### src/rtl/systolic_ctrl_if.sv
// rtl/systolic_ctrl_if.sv - operand load stream and result port bundle for systolic_ctrl
//
// Purpose: groups the two handshake ports of the job sequencer.
//   ld_valid/ld_ready/ld_a/ld_b : operand load stream (beat k = column k of A, row k of B)
//   res_valid/res_ready/res_c   : captured 3x3 result, held until taken
// master = host/DMA side, slave = systolic_ctrl side.

interface systolic_ctrl_if #(
    parameter int DATA_W = 32,
    parameter int ACC_W  = 64
);
    logic                  ld_valid;
    logic                  ld_ready;
    logic [3*DATA_W-1:0]   ld_a;
    logic [3*DATA_W-1:0]   ld_b;
    logic                  res_valid;
    logic                  res_ready;
    logic [9*ACC_W-1:0]    res_c;

    modport master (
        output ld_valid, ld_a, ld_b, res_ready,
        input  ld_ready, res_valid, res_c
    );

    modport slave (
        input  ld_valid, ld_a, ld_b, res_ready,
        output ld_ready, res_valid, res_c
    );
endinterface

### src/rtl/systolic_ctrl.sv
// rtl/systolic_ctrl.sv - job sequencer for the 3x3 systolic_array
//
// Purpose: buffers three operand beats, clears the array, feeds the beats, waits
// for the pipeline to drain, captures C and offers it on a valid/ready port.
// Ports:
//   clk, rst   clock and synchronous active-high reset
//   bus        systolic_ctrl_if.slave: ld_* load stream, res_* result port
//   arr_rst    reset to the array (rst OR'ed with the CLR pulse)
//   arr_a/b    lane inputs to the array, zero outside FEED
//   arr_c      accumulator outputs of the array, c1 in the low slice
//   busy       high in every state except IDLE
//   job_cnt    completed jobs, incremented on result handshake

module systolic_ctrl #(
    parameter int DATA_W       = 32,
    parameter int ACC_W        = 64,
    parameter int DRAIN_CYCLES = 5
) (
    input  logic                 clk,
    input  logic                 rst,
    systolic_ctrl_if.slave       bus,
    output logic                 arr_rst,
    output logic [3*DATA_W-1:0]  arr_a,
    output logic [3*DATA_W-1:0]  arr_b,
    input  logic [9*ACC_W-1:0]   arr_c,
    output logic                 busy,
    output logic [15:0]          job_cnt
);

    typedef enum logic [2:0] {
        IDLE  = 3'd0,
        LOAD  = 3'd1,
        CLR   = 3'd2,
        FEED  = 3'd3,
        DRAIN = 3'd4,
        DONE  = 3'd5
    } state_t;

    state_t               state;
    logic [7:0]           cnt;
    logic [3*DATA_W-1:0]  buf_a [0:2];
    logic [3*DATA_W-1:0]  buf_b [0:2];
    logic                 arr_rst_q;
    logic                 ld_ready_q;
    logic                 res_valid_q;
    logic [9*ACC_W-1:0]   res_c_q;

    // rst reaches the array combinationally so it is cleared in the same cycle.
    assign arr_rst       = rst | arr_rst_q;
    assign bus.ld_ready  = ld_ready_q;
    assign bus.res_valid = res_valid_q;
    assign bus.res_c     = res_c_q;

    wire ld_fire = bus.ld_valid & ld_ready_q;

    always_ff @(posedge clk) begin
        if (rst) begin
            state       <= IDLE;
            cnt         <= '0;
            for (int i = 0; i < 3; i++) begin
                buf_a[i] <= '0;
                buf_b[i] <= '0;
            end
            arr_a       <= '0;
            arr_b       <= '0;
            arr_rst_q   <= 1'b0;
            ld_ready_q  <= 1'b0;
            res_valid_q <= 1'b0;
            res_c_q     <= '0;
            busy        <= 1'b0;
            job_cnt     <= '0;
        end else begin
            case (state)
                IDLE: begin
                    ld_ready_q <= 1'b1;
                    if (ld_fire) begin
                        buf_a[0] <= bus.ld_a;
                        buf_b[0] <= bus.ld_b;
                        cnt      <= 8'd1;
                        busy     <= 1'b1;
                        state    <= LOAD;
                    end
                end
                LOAD: begin
                    if (ld_fire) begin
                        buf_a[cnt[1:0]] <= bus.ld_a;
                        buf_b[cnt[1:0]] <= bus.ld_b;
                        if (cnt == 8'd2) begin
                            ld_ready_q <= 1'b0;
                            arr_rst_q  <= 1'b1;
                            cnt        <= '0;
                            state      <= CLR;
                        end else begin
                            cnt <= cnt + 8'd1;
                        end
                    end
                end
                CLR: begin
                    arr_rst_q <= 1'b0;
                    arr_a     <= buf_a[0];
                    arr_b     <= buf_b[0];
                    cnt       <= 8'd1;
                    state     <= FEED;
                end
                FEED: begin
                    // cnt is the index of the beat to present next; 3 means all fed.
                    if (cnt == 8'd3) begin
                        arr_a <= '0;
                        arr_b <= '0;
                        cnt   <= 8'd1;
                        state <= DRAIN;
                    end else begin
                        arr_a <= buf_a[cnt[1:0]];
                        arr_b <= buf_b[cnt[1:0]];
                        cnt   <= cnt + 8'd1;
                    end
                end
                DRAIN: begin
                    // cnt counts drain cycles 1..DRAIN_CYCLES; capture on the last one.
                    if (cnt == 8'(DRAIN_CYCLES)) begin
                        res_c_q     <= arr_c;
                        res_valid_q <= 1'b1;
                        cnt         <= '0;
                        state       <= DONE;
                    end else begin
                        cnt <= cnt + 8'd1;
                    end
                end
                DONE: begin
                    if (bus.res_ready) begin
                        res_valid_q <= 1'b0;
                        job_cnt     <= job_cnt + 16'd1;
                        busy        <= 1'b0;
                        ld_ready_q  <= 1'b1;
                        state       <= IDLE;
                    end
                end
                default: begin
                    state <= IDLE;
                end
            endcase
        end
    end

endmodule

### src/flat_wrapper.sv
// flat-port wrapper written by rule: the top's interface ports become plain ports
module systolic_ctrl_flat 
#(
    parameter int DATA_W       = 32,
    parameter int ACC_W        = 64,
    parameter int DRAIN_CYCLES = 5
)
  (clk, rst, arr_rst, arr_a, arr_b, arr_c, busy, job_cnt, bus_ld_valid, bus_ld_a, bus_ld_b, bus_res_ready, bus_ld_ready, bus_res_valid, bus_res_c);
  systolic_ctrl_if #(.DATA_W(DATA_W), .ACC_W(ACC_W)) bus_i ();
  input  logic clk;
  input  logic rst;
  output logic arr_rst;
  output logic [3*DATA_W-1:0] arr_a;
  output logic [3*DATA_W-1:0] arr_b;
  input  logic [9*ACC_W-1:0] arr_c;
  output logic busy;
  output logic [15:0] job_cnt;
  input wire logic [$bits(bus_i.ld_valid)-1:0] bus_ld_valid;
  input wire logic [$bits(bus_i.ld_a)-1:0] bus_ld_a;
  input wire logic [$bits(bus_i.ld_b)-1:0] bus_ld_b;
  input wire logic [$bits(bus_i.res_ready)-1:0] bus_res_ready;
  output wire logic [$bits(bus_i.ld_ready)-1:0] bus_ld_ready;
  output wire logic [$bits(bus_i.res_valid)-1:0] bus_res_valid;
  output wire logic [$bits(bus_i.res_c)-1:0] bus_res_c;
  assign bus_i.ld_valid = bus_ld_valid;
  assign bus_i.ld_a = bus_ld_a;
  assign bus_i.ld_b = bus_ld_b;
  assign bus_i.res_ready = bus_res_ready;
  assign bus_ld_ready = bus_i.ld_ready;
  assign bus_res_valid = bus_i.res_valid;
  assign bus_res_c = bus_i.res_c;
  systolic_ctrl #(.DATA_W(DATA_W), .ACC_W(ACC_W), .DRAIN_CYCLES(DRAIN_CYCLES)) u_core (.clk(clk), .rst(rst), .bus(bus_i), .arr_rst(arr_rst), .arr_a(arr_a), .arr_b(arr_b), .arr_c(arr_c), .busy(busy), .job_cnt(job_cnt));
endmodule
### config.mk
export PLATFORM = sky130hd
export DESIGN_NAME = systolic_ctrl_flat
export DESIGN_NICKNAME = d
export VERILOG_FILES = /design/src/rtl/systolic_ctrl_if.sv /design/src/rtl/systolic_ctrl.sv /design/src/flat_wrapper.sv
export SDC_FILE = /design/constraint.sdc
export NUM_CORES = 2
export LEC_CHECK = 0
export ABC_AREA = 1
export CAP_MARGIN = 10
export CORE_AREA = 3 3 606 608
export DETAILED_ROUTE_END_ITERATION = 16
export DIE_AREA = 0 0 609 611
export GPL_TIMING_DRIVEN = 0
export HOLD_SLACK_MARGIN = 0.03
export PLACE_DENSITY = 0.34
export SLEW_MARGIN = 40
export SYNTH_ARGS = -nofsm -noshare
export SYNTH_HDL_FRONTEND = slang
export SYNTH_SLANG_ARGS = --single-unit
### constraint.sdc
create_clock -name clk -period 13.3 [get_ports clk]
set_input_delay 1.33 -clock clk [delete_from_list [all_inputs] [get_ports clk]]
set_output_delay 1.33 -clock clk [all_outputs]
set_load 0.01 [all_outputs]
# Word level (Yosys, flattened, before mapping)
# Memories as Yosys holds them, arrays and structs flattened. A register that Yosys moved wholly into a read port is not among the register bits.
# Index checks and enable logic that the tools add are counted.
# word_totals
reg_bits	799
mem_bits_rw	576
n_memories	2
# classes
addsub	2
n_eq_ne	14
mux	50
bitwise_logic	4
reduce_logical	17
# mem_list
name	words	width	rd	rd_clocked_by_memory_dff	wr	line_no	rtl
u_core.buf_a	3	96	2	1	3	systolic_ctrl.sv:41	logic [3*DATA_W-1:0] buf_a [0:2];
u_core.buf_b	3	96	2	1	3	systolic_ctrl.sv:42	logic [3*DATA_W-1:0] buf_b [0:2];
# ops
operator	count
96-bit two-way mux	6
96-bit case mux with 2 select lines	2
96-bit OR reduction	2
8-bit two-way mux	5
8-bit case mux with 5 select lines	1
1-bit two-way mux	19
3-bit two-way mux	6
3-bit case mux with 6 select lines	1
16-bit by 1-bit adder with 16-bit output (second input constant)	1
8-bit by 2-bit equality test with 1-bit output (second input constant)	2
2-bit two-way mux	6
3-bit AND reduction	4
2-bit by 1-bit inequality test with 1-bit output (second input constant)	5
8-bit by 1-bit adder with 8-bit output (second input constant)	1
8-bit by 3-bit equality test with 1-bit output (second input constant)	1
2-bit nonzero test	4
3-bit by 2-bit equality test with 1-bit output (second input constant)	2
3-bit equality test (second input constant)	2
1-bit case mux with 2 select lines	3
6-bit AND reduction	1
5-bit nonzero test	1
2-bit AND reduction	2
4-bit AND reduction	1
3-bit by 1-bit equality test with 1-bit output (second input constant)	1
other kinds (6)	8

# Depth between registers and ports, before layout
# depth
word_depth	7
mapped_depth	11

# Worst setup path after synthesis
# No wires, ideal clock.
# synth_timing
kind	input to register
start	input bus_ld_valid
end	memory u_core.buf_a[3][0] (netlist bit) (enable)
arrival_ns	9.687
required_time_ns	12.554
setup_slack_ns	2.867
stages	4
path_cell_list	nand2_1 nor3_2 nand2_1 nor2_1
# synth_rtl
element	line_no	rtl
start: declaration	flat_wrapper.sv:18	input wire logic [$bits(bus_i.ld_valid)-1:0] bus_ld_valid;
end: declaration	systolic_ctrl.sv:41	

==> flow_metrics.py <==
metrics = {
    "run_status": {
        "status": "complete, no violations",
    },
    "detailed_routing": {
        "drt-vias-per-instance": 4.188,
        "wl_per_cell_um": 31.96,
        "remaining_drc_errors": 0,
        "ant_nets": 0,
        "wl_mm": 433.7,
        "drt_iter0_markers": 4201,
        "vias": 56822,
        "dr.pass1.iters": 6,
    },
    "timing": {
        "setup_viol": 0,
        "tightest_slew_ns": 1.061,
        "fin_worst_skew_ns": 0.09633,
        "hold_viol_final": 0,
        "setup_ws_ns": 8.497,
        "finalCritPeriodShare": 0.3612,
        "min_period_ns": 4.803,
        "max_freq_mhz": 208.2,
        "slew_headroom": 0.2850,
        "slew_violations": 0,
        "rsz0062_at_grt": "false",
    },
    "finish": {
        "drive_gt1_frac": 0.07571,
        "design_area_um2": 90550,
        "syn2layout_area_growth_pct": 48.05,
        "regArea_um2": 39100,
        "fin_nets": 9323,
        "n_fill_cell": 39404,
        "multi_input_area_um2": 19070,
    },
    "worst_setup_path": {
        "critPathLaunchType": "input pin",
        "slowest_stage": "clkdlybuf4s50_1",
        "rr_worst_depth": 10,
        "cp.required_ns": 13.82,
        "cp_max_fo": 27,
        "end_kind": "flop",
        "cp.arrival_ns": 5.33,
        "cp-startpoint": "rst",
        "worst-path-buf-inv": 7,
        "endpoint": "u_core.buf_a[1][88]",
        "max_stage_delay_ns": 0.76,
        "reg2reg_slack_ns": 9.14,
        "path_class": "in -> reg",
        "path_depth": 10,
        "r2r_start": "u_core.bus.ld_ready",
        "cp_top_family": "buffers and inverters",
        "cp_cell_sequence": "clkdlybuf4s50_1, nor3_2, nand3_1, clkbuf_2, buf_2, nand2_4, buf_12, buf_12, buf_12, buf_12",
        "cp_common_cell": "buf_12",
        "rr_endpoint": "u_core.buf_a[1][88]",
    },
    "grt": {
        "grt_pass1_vias": 56549,
        "grt_overflow_total": 0,
        "antenna_found_initial": 217,
        "grt_start_max_net_pins": 30,
        "grt_util_all_layers": 0.2246,
        "grt_pass1_wl_mm": 560.1,
    },
    "cts": {
        "cts_tree": "built",
        "cts_root_buffer": "clkbuf_16",
        "cts_buffers": 205,
        "htreeDepth": 4,
        "ctsLongestPathBuffers": 4,
        "insertion_delay_ns": 0.91,
        "clk_pin_slew_ns": 0.06,
        "cts_setup_buffers": 0,
        "ctsHoldBuffers": 0,
        "cts_resized": 0,
        "cts.sinks": 1569,
    },
    "die": {
        "coreArea_um2": 362200,
        "io_pins": 1560,
        "die_y_um": 611,
        "initial_core_util": 0.1689,
        "die_area_um2": 372100,
        "die_w_um": 609,
        "rows": 221,
    },
    "place": {
        "pre_cts_ws_ns": 7.477,
        "post-dp-hpwl_mm": 348.1,
        "gp_congestion": 0.9871,
        "io_buffer_count": 1559,
        "placed_cell_area_um2": 83880,
    },
    "yosys": {
        "synthTopCellsByArea": "edfxtp_1 (38%), dfxtp_1 (26%), nor2_1 (14%)",
        "yosysSeqAreaShare": 0.6392,
        "yosysTopAreaCellShare": 0.3771,
        "synth_edf_count": 768,
        "ys_top_cells_by_count": "nor2_1 (2354), o21ai_0 (1476), dfxtp_1 (801)",
        "ys_seq_elements": 1569,
        "avgSynthCellArea_um2": 9.092,
        "synth_ff_type": "dfxtp_1",
        "synth_cell_type_count": 31,
        "synth_top_area_cell": "edfxtp_1",
        "synthCells": 6727,
        "yosysMostFrequentCell": "nor2_1",
        "ys_warn_count": 0,
        "synthesis.area_um2": 61160,
        "synth-async-reset-ratio": 0,
        "syn_nets": 7503,
    },
    "worst_hold_path": {
        "holdCritPathClass": "reg -> reg",
        "hp-start": "u_core.arr_rst_q",
    },
    "pwr": {
        "fin_total_pwr_w": 0.01454,
        "p_per_area_nw_per_um2": 160.6,
        "p_leak_nw": 32.40,
        "peakVddDrop_uv": 112.6,
    },
    "run": {
        "maxCapViolCount": 0,
    },
}
[cell families (layout without fill, tap and decap cells)]
family,after synthesis,after routing,share of synthesized area
compound gates,1765,1765,0.1448
xor+xnor,2,2,0.0002864
fa+ha+maj,4,4,0.0008183
buf+inv,725,2716,0.04998
flops,1569,1569,0.6392
other cells,0,57,0
simple gates,2662,2662,0.1649
[through the flow]
stage	std cells	utilization	TNS, ns	hold WS (ns)
after floorplan	6727	-	0	0.4406
final	13569	0.2500	0	0.4714
after global routing	13523	0.2497	0	0.4837
after CTS	13512	0.2495	0	0.4746
after global placement	13080	0.2285	-4101.68	0.4516
after detailed placement	13134	0.2316	0	0.4642
[state kept, by name, summed over array words and instances (netlist names), named ones only]
name                  flops
u_core.busy               1
u_core.bus.res_c        576
u_core.job_cnt           16
u_core.cnt                8
u_core.arr_rst_q          1
u_core.bus.res_valid      1
u_core.arr_b             96
u_core.buf_b            384
u_core.state              3
u_core.bus.ld_ready       1
u_core.buf_a            384
u_core.arr_a             96
[per-layer routing]
metal | share of wire | GRT usage | vias up
li1 | - | - | 26182
met1 | 0.36 | 0.2397 | 27798
met2 | 0.51 | 0.4124 | 2040
met3 | 0.070 | 0.06178 | 684
met4 | 0.050 | 0.09516 | 118
met5 | 0.0019 | 0 | -
[how the worst min path moves through the flow]
| stage | end | cells past startpoint |
|---|---|---|
| CTS | u_core.arr_rst_q | 2 |
| finish | u_core.arr_rst_q | 2 |
| global placement | u_core.arr_rst_q | 2 |
| global route | u_core.arr_rst_q | 2 |
| detailed placement | u_core.arr_rst_q | 2 |
| floorplan | u_core.arr_rst_q | 2 |
[layout make-up]
| type | instances | area share |
|---|---|---|
| inverter | 232 | 0.009617 |
| antenna | 57 | 0.001575 |
| timing repair buffer | 1613 | 0.1837 |
| multi-input combinational | 4433 | 0.2105 |
| clock inverter | 63 | 0.006881 |
| buffer | 493 | 0.02458 |
| tap | 4794 | 0.06624 |
| clock buffer | 315 | 0.06509 |
| sequential | 1569 | 0.4318 |
[worst reg2reg max path, delay by kind of cell, from the launching register on]
kind          cells  cell delay [ns]
buf+inv           6             1.93
simple gates      4             1.40
flops             1             0.42
[power breakdown]
part	internal, W	switching (W)
Sequential	0.00545	0.000235
Clock	0.00317	0.00238
Combinational	0.00115	0.00215
Total	0.00977	0.00477
[cells in the final DEF (no fill, tap or decap), types with 5 or more instances in the layout]
master,instances
clkdlybuf4s50_1,1540
buf_4,16
nor2_1,2353
o21ai_1,105
dfxtp_1,801
o21ai_0,1441
buf_1,5
diode_2,57
buf_2,248
clkbuf_2,26
clkbuf_1,294
nor3_1,8
o21ai_2,7
edfxtp_1,768
buf_8,9
clkinvlp_4,6
a21oi_1,208
nand3_1,19
inv_1,228
clkinv_2,30
clkbuf_8,33
buf_16,17
nand4_1,8
bufinv_16,6
clkinv_8,5
nand2_1,261
clkbuf_16,206
clkinv_1,8
buf_12,25
Power figures use the tool's default switching activity.
